**src/rtl/input_debouncer.sv**
```systemverilog
// Synchronizes and debounces raw switch/button levels; db flips DB_CYCLES+1 edges after a stable change.
// Free-running, no backpressure; btn_press is a registered one-cycle pulse on each debounced button rise.
module input_debouncer #(
  parameter int N_SW      = 4,
  parameter int N_BTN     = 4,
  parameter int DB_CYCLES = 16,
  parameter int CNT_W     = 16
) (
  input  logic             clk,
  input  logic             rst_n,
  input  logic [N_SW-1:0]  sw,
  input  logic [N_BTN-1:0] btn,
  output logic [N_SW-1:0]  sw_db,
  output logic [N_BTN-1:0] btn_db,
  output logic [N_BTN-1:0] btn_press
);

  localparam int N = N_SW + N_BTN;
  localparam logic [CNT_W-1:0] LIM = CNT_W'(DB_CYCLES - 1);

  // Switches occupy the low bits, buttons the high bits; every bit is debounced independently.
  logic [N-1:0]     raw;
  logic [N-1:0]     s1;
  logic [N-1:0]     s2;
  logic [N-1:0]     db;
  logic [N-1:0]     db_nxt;
  logic [CNT_W-1:0] cnt     [N];
  logic [CNT_W-1:0] cnt_nxt [N];

  assign raw = {btn, sw};

  always_comb begin
    db_nxt = db;
    for (int i = 0; i < N; i++) begin
      cnt_nxt[i] = '0;
      if (s2[i] != db[i]) begin
        if (cnt[i] == LIM) begin
          db_nxt[i] = s2[i];
        end else begin
          cnt_nxt[i] = cnt[i] + CNT_W'(1);
        end
      end
    end
  end

  always_ff @(posedge clk or negedge rst_n) begin
    if (!rst_n) begin
      s1        <= '0;
      s2        <= '0;
      db        <= '0;
      btn_press <= '0;
      for (int i = 0; i < N; i++) begin
        cnt[i] <= '0;
      end
    end else begin
      s1        <= raw;
      s2        <= s1;
      db        <= db_nxt;
      btn_press <= db_nxt[N-1:N_SW] & ~db[N-1:N_SW];
      for (int i = 0; i < N; i++) begin
        cnt[i] <= cnt_nxt[i];
      end
    end
  end

  assign sw_db  = db[N_SW-1:0];
  assign btn_db = db[N-1:N_SW];

endmodule

```
**config.mk**
```make
export PLATFORM = sky130hd
export DESIGN_NAME = input_debouncer
export DESIGN_NICKNAME = d
export VERILOG_FILES = /design/src/rtl/input_debouncer.sv
export SDC_FILE = /design/constraint.sdc
export NUM_CORES = 1
export LEC_CHECK = 0
export ABC_AREA = 1
export ABC_CLOCK_PERIOD_IN_PS = 1700
export CAP_MARGIN = 40
export CELL_PAD_IN_SITES_DETAIL_PLACEMENT = 1
export CELL_PAD_IN_SITES_GLOBAL_PLACEMENT = 2
export CORE_MARGIN = 3
export CORE_UTILIZATION = 37
export CTS_CLUSTER_DIAMETER = 30
export DETAILED_ROUTE_END_ITERATION = 12
export GPL_ROUTABILITY_DRIVEN = 1
export PLACE_DENSITY = 0.83
export SYNTH_ARGS = -nofsm -noshare
export SYNTH_HDL_FRONTEND = slang
export SYNTH_SLANG_ARGS = --single-unit
```
**constraint.sdc**
```tcl
create_clock -name clk -period 1.7 [get_ports clk]
set_input_delay 0.17 -clock clk [delete_from_list [all_inputs] [get_ports clk]]
set_output_delay 0.17 -clock clk [all_outputs]
set_load 0.01 [all_outputs]
```
### After elaboration in Yosys (flattened, before gate mapping)

Index checks and enable logic that the tools add are counted.

| cells by class | value |
|---|---|
| add/sub/neg operators | 8 |
| $mul | 0 |
| div/mod/pow operators | 0 |
| magnitude comparators | 0 |
| equality and inequality tests | 16 |
| shift operators | 0 |
| muxes and demuxes | 24 |
| bitwise logic cells | 2 |
| reduce and logical (&&, ||, !) cells | 4 |

Operator list:

| operator | count |
|---|---|
| $mux 16 | 16 |
| $add 16x1->16 const B | 8 |
| $eq 16x4->1 const B | 8 |
| $mux 1 | 8 |
| $ne 1x1->1 | 8 |
| $reduce_and 2->1 | 4 |
| $and 4x4->4 | 1 |
| $not 4->4 | 1 |

| storage, ports and cells | value |
|---|---|
| register bits after elaboration | 156 |
| bits in latches | 0 |
| bits in writable memories | 0 |
| ROM bits | 0 |
| output and inout bits | 12 |
| logic and storage cells | 70 |
| memories kept | 0 |

### Logic depth before layout (Yosys ltp)

| logic depth | value |
|---|---|
| word-level depth | 4 |
| gate-level depth with buffers | 8 |
| gate-level depth less buffers | 8 |

### Worst setup path before layout

OpenSTA, ideal clock, no wires.

| path | value |
|---|---|
| kind | register -> register |
| start point | reg cnt[48] (netlist bit) |
| end point | reg cnt[56] (netlist bit) |
| data arrival time | 1.097 ns |
| required time | 1.568 ns |
| slack | 0.471 ns |
| stages on the path, launching flop included | 7 |
| buffers on the path | 0 |
| period minus slack after synthesis | 1.229 ns |
| path through | dfrtp_1 > ha_1 > nand3_1 > inv_1 > nand2_1 > xor2_1 > nor2_1 |

RTL lines:

| what | line | RTL |
|---|---|---|
| start: declaration | 27 | `logic [CNT_W-1:0] cnt [N];` |
| start signal: indexed assignment | 61 | `cnt[i] <= cnt_nxt[i];` |

### Final worst setup path

| path | value |
|---|---|
| start point | reg db[4] |
| end point | out btn_db[0] |

RTL lines:

| what | line | RTL |
|---|---|---|
| start: declaration | 25 | `logic [N-1:0] db;` |
| start signal: assignment | 58 | `db <= db_nxt;` |
| end: declaration | 14 | `output logic [N_BTN-1:0] btn_db,` |

No word-level cell between the ends.

==> results by group <==
Yosys
  • Ranking of synthesized cells by area: dfrtp_1 (49%), nand2_1 (13%), nor2_1 (13%), inv_1 (5.4%), nand4_1 (3.9%)
  • Synth Register Bits: 156
  • Avg Inst Size Synth: 7.48 µm²
  • Post-synth top area share: 0.492
  • Register area share after synthesis: 0.492
  • Net Count, Synth: 1079
  • Mapped cell area: 0.00794 mm²
  • Cells after Synth: 1061
  • Cell variety after synth: 20
  • Synth area leader: dfrtp_1
  • Syn. warnings: 0

Setup path
  • CP bufs+invs: 1
  • Critical path launch point type: flip-flop
  • Crit path cell chain: clkdlybuf4s50_1
  • Crit-path max cell delay: 560 ps
  • CP Max Fanout: 4
  • Slowest CP cell: clkdlybuf4s50_1
  • Data required, critical path: 1530 ps
  • Arrival time worst endpoint: 1400 ps
  • Critical path endpoint category: output port
  • R2R setup slack: 250 ps
  • Delay-heaviest family, CP: buffers and inverters
  • Critical path type: reg2out

Route
  • Via count: 6661
  • DRT iter0 DRCs: 220
  • Vias/cell: 4.83
  • WL per Instance: 13.7 µm
  • Drt drc: 0
  • Initial DRT Pass Iterations: 4
  • Wirelength, routed: 19.0 mm
  • Final antenna-violating net count: 0

Final layout
  • P&R area growth vs syn: 14.7%
  • Nets: 1115
  • Final Util: 0.441
  • Share of post-route cells with drive strength above 1: 0.0432
  • ANT cells: 0
  • Fillers: 2565
  • Non-filler cells, final: 1380

STA
  • RSZ-0062 raised after global routing: false
  • Clock skew: 9.05 ps
  • Max Slew Vio Count: 0
  • Least-Margin Pin Slew: 460 ps
  • Final clock period utilization by the worst path: 0.922
  • Final hold vios: 0
  • Min cycle time layout: 1570 ps
  • Rel. slew slack: 0.693
  • Final setup TNS: 0 ps
  • Setup violators final: 0
  • Max Clock Freq: 638 MHz
  • Final setup margin: 132 ps

GRT
  • M1 GR Usage: 0.227
  • GR Overflow Total: 0
  • GR Util met2: 0.293
  • Largest net degree at the start of global routing: 56
  • Met3 usage: 0.0327
  • Antenna violations before repair: 0
  • First-pass GRT wire length: 34.0 mm
  • Layer with the highest usage: met2
  • Vias in the first global route: 7280
  • GRT Resource Usage Total: 0.174

CTS
  • # Post-CTS Setup Buffers: 0
  • Clock slew at the register clock pins of the worst setup and hold paths: 70 ps
  • Hold buffer count at cts: 1
  • # resized after CTS: 0
  • CTS tree: built
  • TritonCTS Sinks: 156
  • Total CTS buffers: 17
  • Clock Path Buffers: 2
  • Htree depth: 4
  • Clock latency on the worst-skew pair: 430 ps
  • CTS Root Cell: clkbuf_16

Power
  • LEAKAGE: 3.96 nW
  • Final total power: 7.89 mW
  • Worst IR Drop VDD: 627 µV
  • PD cells: 867 mW/mm²

Placement
  • Routability cong.: 0.793
  • Placed insts: 1347
  • I/O Buffers: 21
  • Pre-CTS setup slack: 252 ps
  • DP Wirelength: 13.8 mm

Floorplanning
  • Chip height: 152 µm
  • Num ports: 22
  • Core Area: 0.0206 mm²
  • Initial Util: 0.385
  • FP Rows: 52
  • Die X: 152 µm
  • Die area: 0.0232 mm²

Outcome
  • Status: finished, final reports clean

Worst hold path
  • Worst hold-check path type: in2async

Job
  • Max-cap violations: 0
## cell families after synthesis
group,after synthesis,share of synthesized area
flops,156,0.492
fa+ha+maj,8,0.0126
compound gates,45,0.0300
simple gates,689,0.362
buf+inv,122,0.0580
xor+xnor,41,0.0453
## final timing paths
check                          from        end  depth (start not counted)
max in group asynchronous     rst_n    cnt[74]                          3
max reg2reg                cnt[112]   cnt[126]                          5
min reg2reg                   s1[5]      s2[5]                          0
min                           rst_n    cnt[92]                          2
max                           db[4]  btn_db[0]                          1
min in group clk             btn[0]      s1[4]                          1
## cell usage after synthesis, drive strengths merged
library cell	count
clkbuf	6
buf	2
o21ai	29
nor3b	11
dfrtp	156
ha	8
inv	114
nor3	5
o21bai	5
nand3	54
xor2	33
nand4	50
a21oi	11
xnor2	8
nand2	288
nor2	281
## registers in the layout, indices dropped and copies added, names as in the netlist
register	count
cnt	128
db	8
s1	8
s2	8
btn_press	4
## power by group
group          switching, mW  internal [mW]  leakage (nW)
logic                  0.187         0.0865          1.57
registers             0.0662           3.78          2.12
clock network           1.59           2.18         0.271
## cell usage in the layout (no fill, tap or decap), drive strengths merged
cell,count
nand2,288
nor2,281
dfrtp,156
inv,116
nand3,54
nand4,50
xor2,33
o21ai,29
clkdlybuf4s50,20
clkbuf,20
a21oi,11
nor3b,11
xnor2,8
ha,8
o21bai,5
nor3,5
clkinv,5
buf,4
clkinvlp,3
bufinv,2
dlygate4sd3,1
## routing by layer
layer / wire, µm / share of wire
met1: 9310 / 0.49
met2: 9070 / 0.48
met3: 318 / 0.017
met5: 0 / 0
met4: 274 / 0.014
## metrics by stage
step	area (µm²)	hold WS, ps
after floorplan	7940	-126
after global placement	8510	-4.58
after detailed placement	8510	-3.31
after CTS	9100	95.4
after global routing	9100	113
final	9100	116
## layout make-up
type	count	area [µm²]	area share
Clock inverter	12	140	0.0154
Inverter	114	428	0.0470
Clock buffer	20	437	0.0480
Multi-Input combinational cell	783	3570	0.392
Timing Repair Buffer	25	282	0.0309
Tap cell	270	338	0.0371
Sequential cell	156	3900	0.429
(Power assumes the default switching activity.)
